==> src/rtl/gte_pkg.sv <==
// Shared widths, flag layout, IR limits and sequencer state for the GTE MVMVA sequencer.
package gte_pkg;

   localparam int ACC_W           = 48;
   localparam int MAC_CHK_W       = 44;
   localparam int IR_W            = 16;

   localparam int MAC_POS_OVF_LSB = 0;
   localparam int MAC_NEG_OVF_LSB = 3;
   localparam int IR_SAT_LSB      = 6;

   localparam logic signed [31:0] IR_MAX = 32'sh0000_7FFF;
   localparam logic signed [31:0] IR_MIN = -32'sh0000_8000;

   typedef enum logic {IDLE, RUN} state_t;

   // TR is a 32-bit value placed at bit 12 of the accumulator, sign-extended to ACC_W.
   function automatic logic [ACC_W-1:0] tr_to_acc(input logic [31:0] tr_val);
      return {{(ACC_W-44){tr_val[31]}}, tr_val, 12'h000};
   endfunction

endpackage

==> src/rtl/gte_mac_lane.sv <==
// One row's result stage: optional >>12, truncation to 32-bit MAC, and IR clamp with saturation flag.
module gte_mac_lane
   import gte_pkg::*;
(
   input  logic [MAC_CHK_W-1:0] sum_i,
   input  logic                 sf_i,
   input  logic                 lm_i,
   output logic [31:0]          mac_o,
   output logic [IR_W-1:0]      ir_o,
   output logic                 sat_o
);

   logic signed [31:0] mac_s;
   logic signed [31:0] lo_s;

   always_comb begin
      // Arithmetic >>12 followed by [31:0] is exactly bits [43:12].
      mac_s = sf_i ? sum_i[43:12] : sum_i[31:0];
      lo_s  = lm_i ? 32'sd0 : IR_MIN;
      sat_o = 1'b0;
      ir_o  = mac_s[IR_W-1:0];
      if (mac_s > IR_MAX) begin
         ir_o  = IR_MAX[IR_W-1:0];
         sat_o = 1'b1;
      end else if (mac_s < lo_s) begin
         ir_o  = lo_s[IR_W-1:0];
         sat_o = 1'b1;
      end
   end

   assign mac_o = mac_s;

endmodule

==> src/rtl/gte_mvmva_seq.sv <==
// MVMVA sequencer: drives one MULTALU term per step (row r, term t) and collects MAC/IR/flags.
// Optional GTE_MAC_PIPE_EN registers mac_dout internally, making each term an issue+capture pair.
module gte_mvmva_seq
   import gte_pkg::*;
(
   input  logic             clk,
   input  logic             reset,
   input  logic             start,
   input  logic             sf,
   input  logic             lm,
   input  logic [143:0]     mtx,
   input  logic [47:0]      vec,
   input  logic [95:0]      tr,
   output logic [26:0]      mac_a,
   output logic [17:0]      mac_b,
   output logic [ACC_W-1:0] mac_c,
   output logic             mac_addsub1,
   output logic             mac_addsub0,
   input  logic [ACC_W-1:0] mac_dout,
   output logic             busy,
   output logic             done,
   output logic [95:0]      mac_out,
   output logic [47:0]      ir_out,
   output logic [8:0]       flags
);

   state_t           state_q, state_d;
   logic [1:0]       r_q, r_d, t_q, t_d;
   logic             done_q, done_d;
   logic [26:0]      mac_a_q, mac_a_d;
   logic [17:0]      mac_b_q, mac_b_d;
   logic [ACC_W-1:0] mac_c_q, mac_c_d;
   logic [31:0]      mac_q [3];
   logic [31:0]      mac_d [3];
   logic [IR_W-1:0]  ir_q [3];
   logic [IR_W-1:0]  ir_d [3];
   logic [2:0]       pos_q, pos_d, neg_q, neg_d, sat_q, sat_d;

   logic [143:0]     mtx_q;
   logic [47:0]      vec_q;
   logic [95:0]      tr_q;
   logic             sf_q, lm_q;

   logic             ld;
   logic             cap_en;
   logic [ACC_W-1:0] cap_val;
   logic             chk_ovf;
   logic [15:0]      m_el [9];
   logic [15:0]      v_el [3];
   logic [31:0]      tr_el [3];
   logic [3:0]       mi;
   logic [31:0]      lane_mac;
   logic [IR_W-1:0]  lane_ir;
   logic             lane_sat;

`ifdef GTE_MAC_PIPE_EN
   logic             ph_q, ph_d;
   logic [ACC_W-1:0] dout_q;

   assign cap_en  = (state_q == RUN) && ph_q;
   assign cap_val = dout_q;
`else
   assign cap_en  = (state_q == RUN);
   assign cap_val = mac_dout;
`endif

   assign ld      = (state_q == IDLE) && start;
   assign chk_ovf = !((&cap_val[ACC_W-1:MAC_CHK_W-1]) || !(|cap_val[ACC_W-1:MAC_CHK_W-1]));

   // The first term's operands come straight from the inputs, since they are latched on the same edge.
   always_comb begin
      for (int k = 0; k < 9; k++) m_el[k] = ld ? mtx[16*k +: 16] : mtx_q[16*k +: 16];
      for (int k = 0; k < 3; k++) v_el[k] = ld ? vec[16*k +: 16] : vec_q[16*k +: 16];
      for (int k = 0; k < 3; k++) tr_el[k] = ld ? tr[32*k +: 32] : tr_q[32*k +: 32];
   end

   gte_mac_lane u_lane (
      .sum_i (cap_val[MAC_CHK_W-1:0]),
      .sf_i  (sf_q),
      .lm_i  (lm_q),
      .mac_o (lane_mac),
      .ir_o  (lane_ir),
      .sat_o (lane_sat)
   );

   always_comb begin
      state_d = state_q;
      r_d     = r_q;
      t_d     = t_q;
      done_d  = 1'b0;
      mac_a_d = mac_a_q;
      mac_b_d = mac_b_q;
      mac_c_d = mac_c_q;
      mac_d   = mac_q;
      ir_d    = ir_q;
      pos_d   = pos_q;
      neg_d   = neg_q;
      sat_d   = sat_q;
      mi      = 4'd0;
`ifdef GTE_MAC_PIPE_EN
      ph_d    = ph_q;
`endif
      case (state_q)
         IDLE: begin
            if (start) begin
               state_d = RUN;
               r_d     = 2'd0;
               t_d     = 2'd0;
               pos_d   = 3'b000;
               neg_d   = 3'b000;
               sat_d   = 3'b000;
`ifdef GTE_MAC_PIPE_EN
               ph_d    = 1'b0;
`endif
            end
         end
         RUN: begin
`ifdef GTE_MAC_PIPE_EN
            ph_d = ~ph_q;
`endif
            if (cap_en) begin
               if (chk_ovf) begin
                  if (cap_val[ACC_W-1]) neg_d[r_q] = 1'b1;
                  else                  pos_d[r_q] = 1'b1;
               end
               if (t_q == 2'd2) begin
                  mac_d[r_q] = lane_mac;
                  ir_d[r_q]  = lane_ir;
                  if (lane_sat) sat_d[r_q] = 1'b1;
                  t_d = 2'd0;
                  if (r_q == 2'd2) begin
                     state_d = IDLE;
                     done_d  = 1'b1;
                  end else begin
                     r_d = r_q + 2'd1;
                  end
               end else begin
                  t_d = t_q + 2'd1;
               end
            end
         end
         default: state_d = IDLE;
      endcase

      // Operands only move on accept or capture, so they stay stable through a pipelined issue cycle.
      if (ld || cap_en) begin
         if (state_d == RUN) begin
            mi      = ({2'b00, r_d} * 4'd3) + {2'b00, t_d};
            mac_a_d = {{11{m_el[mi][15]}}, m_el[mi]};
            mac_b_d = {{2{v_el[t_d][15]}}, v_el[t_d]};
            mac_c_d = (t_d == 2'd0) ? tr_to_acc(tr_el[r_d]) : cap_val;
         end else begin
            mac_a_d = '0;
            mac_b_d = '0;
            mac_c_d = '0;
         end
      end
   end

   always_ff @(posedge clk or posedge reset) begin
      if (reset) begin
         state_q <= IDLE;
         r_q     <= 2'd0;
         t_q     <= 2'd0;
         done_q  <= 1'b0;
         mac_a_q <= '0;
         mac_b_q <= '0;
         mac_c_q <= '0;
         pos_q   <= 3'b000;
         neg_q   <= 3'b000;
         sat_q   <= 3'b000;
         for (int k = 0; k < 3; k++) begin
            mac_q[k] <= '0;
            ir_q[k]  <= '0;
         end
`ifdef GTE_MAC_PIPE_EN
         ph_q    <= 1'b0;
`endif
      end else begin
         state_q <= state_d;
         r_q     <= r_d;
         t_q     <= t_d;
         done_q  <= done_d;
         mac_a_q <= mac_a_d;
         mac_b_q <= mac_b_d;
         mac_c_q <= mac_c_d;
         pos_q   <= pos_d;
         neg_q   <= neg_d;
         sat_q   <= sat_d;
         mac_q   <= mac_d;
         ir_q    <= ir_d;
`ifdef GTE_MAC_PIPE_EN
         ph_q    <= ph_d;
`endif
      end
   end

   always_ff @(posedge clk) begin
      if (ld) begin
         mtx_q <= mtx;
         vec_q <= vec;
         tr_q  <= tr;
         sf_q  <= sf;
         lm_q  <= lm;
      end
`ifdef GTE_MAC_PIPE_EN
      dout_q <= mac_dout;
`endif
   end

   assign mac_a       = mac_a_q;
   assign mac_b       = mac_b_q;
   assign mac_c       = mac_c_q;
   assign mac_addsub1 = 1'b0;
   assign mac_addsub0 = 1'b0;
   assign busy        = (state_q == RUN);
   assign done        = done_q;
   assign mac_out     = {mac_q[2], mac_q[1], mac_q[0]};
   assign ir_out      = {ir_q[2], ir_q[1], ir_q[0]};
   assign flags[MAC_POS_OVF_LSB +: 3] = pos_q;
   assign flags[MAC_NEG_OVF_LSB +: 3] = neg_q;
   assign flags[IR_SAT_LSB +: 3]      = sat_q;

endmodule

==> config.mk <==
export PLATFORM = sky130hd
export DESIGN_NAME = gte_mvmva_seq
export DESIGN_NICKNAME = d
export VERILOG_FILES = /design/src/rtl/gte_pkg.sv /design/src/rtl/gte_mac_lane.sv /design/src/rtl/gte_mvmva_seq.sv
export SDC_FILE = /design/constraint.sdc
export NUM_CORES = 1
export LEC_CHECK = 0
export CAP_MARGIN = 40
export CORE_MARGIN = 3
export CORE_UTILIZATION = 50
export DETAILED_ROUTE_END_ITERATION = 10
export DONT_BUFFER_PORTS = 1
export PLACE_DENSITY = 0.74
export SLEW_MARGIN = 40
export SYNTH_ARGS = -nofsm -noshare
export SYNTH_HDL_FRONTEND = slang
export SYNTH_HIERARCHICAL = 1
export SYNTH_SLANG_ARGS = --single-unit
==> constraint.sdc <==
create_clock -name clk -period 8.9 [get_ports clk]
set_input_delay 0.89 -clock clk [delete_from_list [all_inputs] [get_ports clk]]
set_output_delay 0.89 -clock clk [all_outputs]
set_load 0.02 [all_outputs]
==> results.ini, run 1 <==
[run_status]
status=complete, no violations

[routing]
wl_um=80600
num_vias=18039
wl_per_cell_um=28.9
first_pass_iters=6
ant_nets=0
via_per_inst=6.48
drtIter0Drc=2186
drc=0

[synth]
synth-main-ff-cell=edfxtp_1
synthDominantCellAreaShare=0.346
syn_inst=2135
synth.area.top_cells=edfxtp_1, dfrtp_1, nand2_1
synthArstFlopShare=0.452
yosys.area.top_type=edfxtp_1
yosysWarnings=6
ys_top_cells_by_count=nand2_1, edfxtp_1, dfrtp_1, mux2_2, mux2i_1
synth_area_mm2=0.0252
avgSynthCellArea_um2=11.8
yosysMostFrequentCell=nand2_1
ys_types=68
synth_edf_count=290
synth_seq_cells=529
synth-seq-area-share=0.584

[clock_tree]
cts.clk_slew.worst_paths_ps=60
post_cts_resized=0
clock_path_buffers=3
cts_hold_buffers=0
root_buffer=clkbuf_16
cts_post_setup_buffers_inserted=0
cts_tree=done
htree_levels=2
cts.sinks=529
cts_made_buffers=55
clock_latency_ps=600

[global_route]
grt_pass1_wl_um=117000
grt_overflow_total=0
grt_max_degree=180
grt_pass1_vias=17806
grt_antenna_before_repair=25
grt.total_usage=0.292

[floorplanning]
core-area_mm2=0.0494
dieArea_mm2=0.0530
ios=591
die_w_um=230
die_h_um=230
start_util=0.510
row_count=81

[sta]
setup_violations=0
grt_setup_unrepaired=no
hold_violations=0
maxSlewViolCount=0
fmax_ghz=0.167
fin_setup_tns_ps=0
timing.final.crit_share=0.673
maxSlewHeadroom=0.446
skew_ps=28.1
fin_crit_ps=5990
worst_pin_slew_ps=829

[pwr]
ir_drop_mv=0.335
cellPowerDensity_mw_per_mm2=399
leakage_nw=10.5

[cells_and_area]
final_layout_size_suffix_gt1_frac=0.147
area_growth_pct=8.91
stdcell_count=2785
nets=2411

[setup_path]
crit_fanout=37
critPathLaunchType=flip-flop
critPathRequiredTime_ps=9350
crit_arrival_ps=6440
crit_path_end_kind=flip-flop
reg2reg_slack_ps=2910
path_class=flip-flop to flip-flop

[flow_run]
maxCapViolCount=0

[placement]
dp_hpwl_um=55400
routabilityCongestion=0.938
portBuffers=0
dp.cells=2650

[hold_path]
hp-class=input pin to asynchronous set/reset pin

## sequential cells by signal, summed over array words and instances (netlist names)
| name | count |
|---|---|
| neg_q | 3 |
| mtx_q | 144 |
| busy | 1 |
| mac_b | 16 |
| vec_q | 48 |
| r_q | 2 |
| sat_q | 3 |
| mac_a | 16 |
| tr_q | 96 |
| ir_out | 48 |
| done | 1 |
| mac_out | 96 |
| mac_c | 48 |
| pos_q | 3 |
| lm_q | 1 |
| t_q | 2 |
| sf_q | 1 |
## layout by cell type (no fill, tap or decap), types with 10 or more instances in the layout
| cell type | instances |
|---|---|
| buf_4 | 19 |
| edfxtp_1 | 290 |
| inv_1 | 39 |
| mux2_2 | 136 |
| o31ai_1 | 17 |
| a21boi_0 | 11 |
| nand4_1 | 18 |
| o211ai_1 | 35 |
| a32oi_1 | 30 |
| nand3_1 | 89 |
| o311ai_1 | 15 |
| a31oi_1 | 11 |
| o21ai_2 | 10 |
| a22oi_1 | 32 |
| a21oi_1 | 20 |
| a22o_1 | 30 |
| dfrtp_1 | 236 |
| ha_1 | 22 |
| o21ai_1 | 50 |
| clkbuf_16 | 58 |
| clkinv_2 | 10 |
| nand2_1 | 445 |
| o21ai_0 | 43 |
| o211a_1 | 32 |
| mux2i_1 | 100 |
| a211oi_1 | 32 |
| mux2_1 | 24 |
| diode_2 | 30 |
| o311a_1 | 31 |
| nor2_1 | 71 |
## cell families (layout without fill, tap and decap cells)
kind of cell               Yosys count  in the layout  share of synthesized area
and+or+nand+nor                    666            666                      0.112
DFF                                529            529                      0.584
AOI/OAI and AO/OA                  429            429                      0.132
muxes                              263            263                      0.113
adders and majority gates           24             24                     0.0125
xor gates and xnor gates             1              1                   0.000348
other                                1             32                   0.000149
buffers and inverters              222            177                     0.0452
## stage by stage
stage               instance area, um2  power (W)   util  hold slack (ps)  worst slack, ps
global placement                 25300    0.00832  0.513              584             2380
detailed placement               25400    0.00855  0.514              610             2920
finish                           27400     0.0109  0.555              200             2910
CTS                              27200     0.0109  0.552              218             2920
floorplan                        25200    0.00740      -              547             1450
global route                     27400     0.0115  0.555              236             2640
## worst paths after layout
| kind | start | endpoint | cells past startpoint |
|---|---|---|---|
| max in group asynchronous | reset | mac_c[40] | 3 |
| setup / recovery | r_q[1] | mac_a[11] | 14 |
| min in group clk | sf | sf_q | 0 |
| hold reg to reg | mtx_q[132] | mac_a[4] | 2 |
| setup reg to reg | r_q[1] | mac_a[11] | 14 |
| hold / removal | reset | ir_out[29] | 1 |
## critical path: stages, from the launching register on
cell	delay [ps]
dfrtp_4	860
inv_2	520
ha_1	490
nand4b_1	120
o221ai_2	130
inv_2	600
fa_1	580
inv_1	80
ha_1	130
inv_1	50
fa_1	700
and2_2	570
nand3b_1	460
o21ai_0	440
o41ai_2	120
## report_power, final
part,internal [W],total (W),leakage (nW),switching [W]
Clock,0.00135,0.00235,0.905,0.000996
Combinational,0.00152,0.00395,4.19,0.00242
Sequential,0.00330,0.00464,5.39,0.00135
Total,0.00618,0.0109,10.5,0.00476
## layout make-up
| type | count | area, um2 |
|---|---|---|
| inverter | 44 | 189 |
| timing repair buffer | 31 | 368 |
| antenna | 30 | 75.1 |
| tap | 664 | 831 |
| multi-input combinational | 1385 | 9380 |
| clock buffer | 74 | 1600 |
| clock inverter | 28 | 248 |
| sequential | 529 | 14700 |
| fill | 4036 | 22000 |
## per-layer routing
layer,global-route usage,wire length (um),up-vias,part of all wire
li1,-,-,7696,-
met1,0.357,29300,8923,0.36
met2,0.449,36900,1153,0.46
met3,0.116,9940,257,0.12
met4,0.149,4380,10,0.054
met5,0,63,-,0.00078
Note: power is estimated with default switching activity, not from simulation.
==> run 2, diff against run 1 <==
--- a/config.mk
+++ b/config.mk
@@ -10,7 +10,7 @@
 export CORE_UTILIZATION = 50
 export DETAILED_ROUTE_END_ITERATION = 10
 export DONT_BUFFER_PORTS = 1
-export PLACE_DENSITY = 0.74
+export PLACE_DENSITY = 0.77
 export SLEW_MARGIN = 40
 export SYNTH_ARGS = -nofsm -noshare
 export SYNTH_HDL_FRONTEND = slang
==> constraint.sdc (replaced) <==
create_clock -name clk -period 5.5 [get_ports clk]
set_input_delay 0.55 -clock clk [delete_from_list [all_inputs] [get_ports clk]]
set_output_delay 0.55 -clock clk [all_outputs]
set_load 0.02 [all_outputs]
==> run 2 against run 1 <==
Critical path type unchanged. Die area unchanged. Routed wire length up 2.2%. Sequential share of layout area down 1.5 points. Highest routed layer unchanged. Cell area up 2.9%. Cell count up 2.5%. Total power up 64%. Clock power up 69%.
==> results.ini, run 2 (synthesized netlist as in run 1, its figures left out) <==
[clock_tree]
clock_latency_ps=610
cts_post_setup_buffers_inserted=0
htree_levels=2
root_buffer=clkbuf_16
cts_tree=done
cts.sinks=529
cts_made_buffers=55
clock_path_buffers=3
cts.clk_slew.worst_paths_ps=60

[sta]
timing.final.crit_share=0.941
setup_violations=0
hold-worst-slack_ps=38.2
grt_setup_unrepaired=no
fin_crit_ps=5180
setup_ws_ps=324
maxSlewViolCount=0
fin_setup_tns_ps=0
worst_pin_slew_ps=825
fmax_ghz=0.193
skew_ps=23.1
maxSlewHeadroom=0.448
hold_violations=0

[pwr]
ir_drop_mv=0.462
cellPowerDensity_mw_per_mm2=637
p_total_w=0.0180
leakage_nw=10.8

[cells_and_area]
multi_input_area_mm2=0.00938
regArea_mm2=0.0147
nFillCells=3893
nets=2487
final_common_cell=nand2_1
final_cell_mix=nand2_1, edfxtp_1, dfrtp_1
stdcell_count=2854
regMostFlops=mtx_q
largest_reg_flops=144
area_growth_pct=12.1
final_layout_size_suffix_gt1_frac=0.144

[hold_path]
worstHoldStart=lm
whs_path_depth=0
min_to=lm_q
hp-class=input pin to flip-flop

[global_route]
grt_pass1_wl_um=121000
grt_pass1_vias=18691
grt.total_usage=0.300
grt_overflow_total=0
grt_antenna_before_repair=18
grt_max_degree=151

[floorplanning]
die_h_um=230
row_count=81
die_w_um=230
start_util=0.510
dieArea_mm2=0.0530
core-area_mm2=0.0494
ios=591

[placement]
dp_hpwl_um=55800
portBuffers=0
post-place-ws_ps=402
routabilityCongestion=0.926
dp.cells=2658

[setup_path]
crit_fanout=34
reg2reg_slack_ps=320
timing.rr.start=r_q[0]
critPathRequiredTime_ps=5950
rr_worst_depth=15
critPathLaunchType=flip-flop
path_class=flip-flop to flip-flop
crit_path_end_kind=flip-flop
crit_arrival_ps=5630
r2r-end=mac_a[14]

[routing]
wl_per_cell_um=28.9
drtIter0Drc=2238
ant_nets=0
via_per_inst=6.53
drc=0
first_pass_iters=5
num_vias=18639
wl_um=82400

[flow_run]
maxCapViolCount=0

[run_status]
status=complete, no violations

[run 2: cell types whose count changed in the layout (fill, tap and decap cells not counted), sizes merged]
cell,previous run,this run
diode,30,22
clkinv,16,11
buf,31,37
dlygate4sd3,0,69
clkbuf,74,76
inv,48,51
bufinv,3,6
clkinvlp,5,4
[run 2: cell type report]
cell class,instances,share of cell area
Antenna cell,22,0.00195
Clock buffer,75,0.0563
Clock inverter,28,0.0125
Inverter,44,0.00657
Multi-Input combinational cell,1385,0.333
Sequential cell,529,0.521
Tap cell,664,0.0295
Timing Repair Buffer,107,0.0394
[run 2: critical path, cell delays in order (launching register included)]
cell and delay, ps:
dfrtp_1 400, inv_1 180, ha_1 310, nand4b_1 120, o221ai_2 120, inv_2 570
fa_1 570, inv_1 90, ha_1 140, inv_1 50, fa_1 710, and2_1 430
buf_4 330, nand3b_1 380, o21ai_0 480, o41ai_2 120
[run 2: power breakdown]
part           leakage (nW)  internal, W  total, W  switching, W
registers              5.39      0.00534   0.00744       0.00210
clock network         0.946      0.00233   0.00398       0.00165
logic                  4.51      0.00253   0.00655       0.00402
total                  10.8       0.0102    0.0180       0.00777
[run 2: timing repair]
item / CTS / global route
hold endpoints to repair: 98 / 0
resized for setup: 0 / 0
hold buffers: 69 / 0
[run 2: worst max-delay path by stage]
stage | start | endpoint | depth (start not counted)
floorplan | busy | lm_q | 7
global placement | r_q[0] | mac_a[14] | 15
detailed placement | r_q[0] | mac_a[14] | 15
CTS | r_q[0] | mac_a[14] | 15
global route | r_q[0] | mac_a[14] | 15
finish | r_q[0] | mac_a[14] | 15
[run 2: per-stage QoR]
| step | cell area, um2 | util |
|---|---|---|
| floorplan | 25200 | - |
| global placement | 25400 | 0.514 |
| detailed placement | 25500 | 0.516 |
| CTS | 28100 | 0.569 |
| global route | 28200 | 0.571 |
| finish | 28200 | 0.571 |
[run 2: per-layer routing]
layer	GRT usage	part of all wire	vias up
li1	-	-	7847
met1	0.372	0.36	9251
met2	0.470	0.46	1289
met3	0.102	0.12	250
met4	0.151	0.054	2
met5	0	0.000085	-
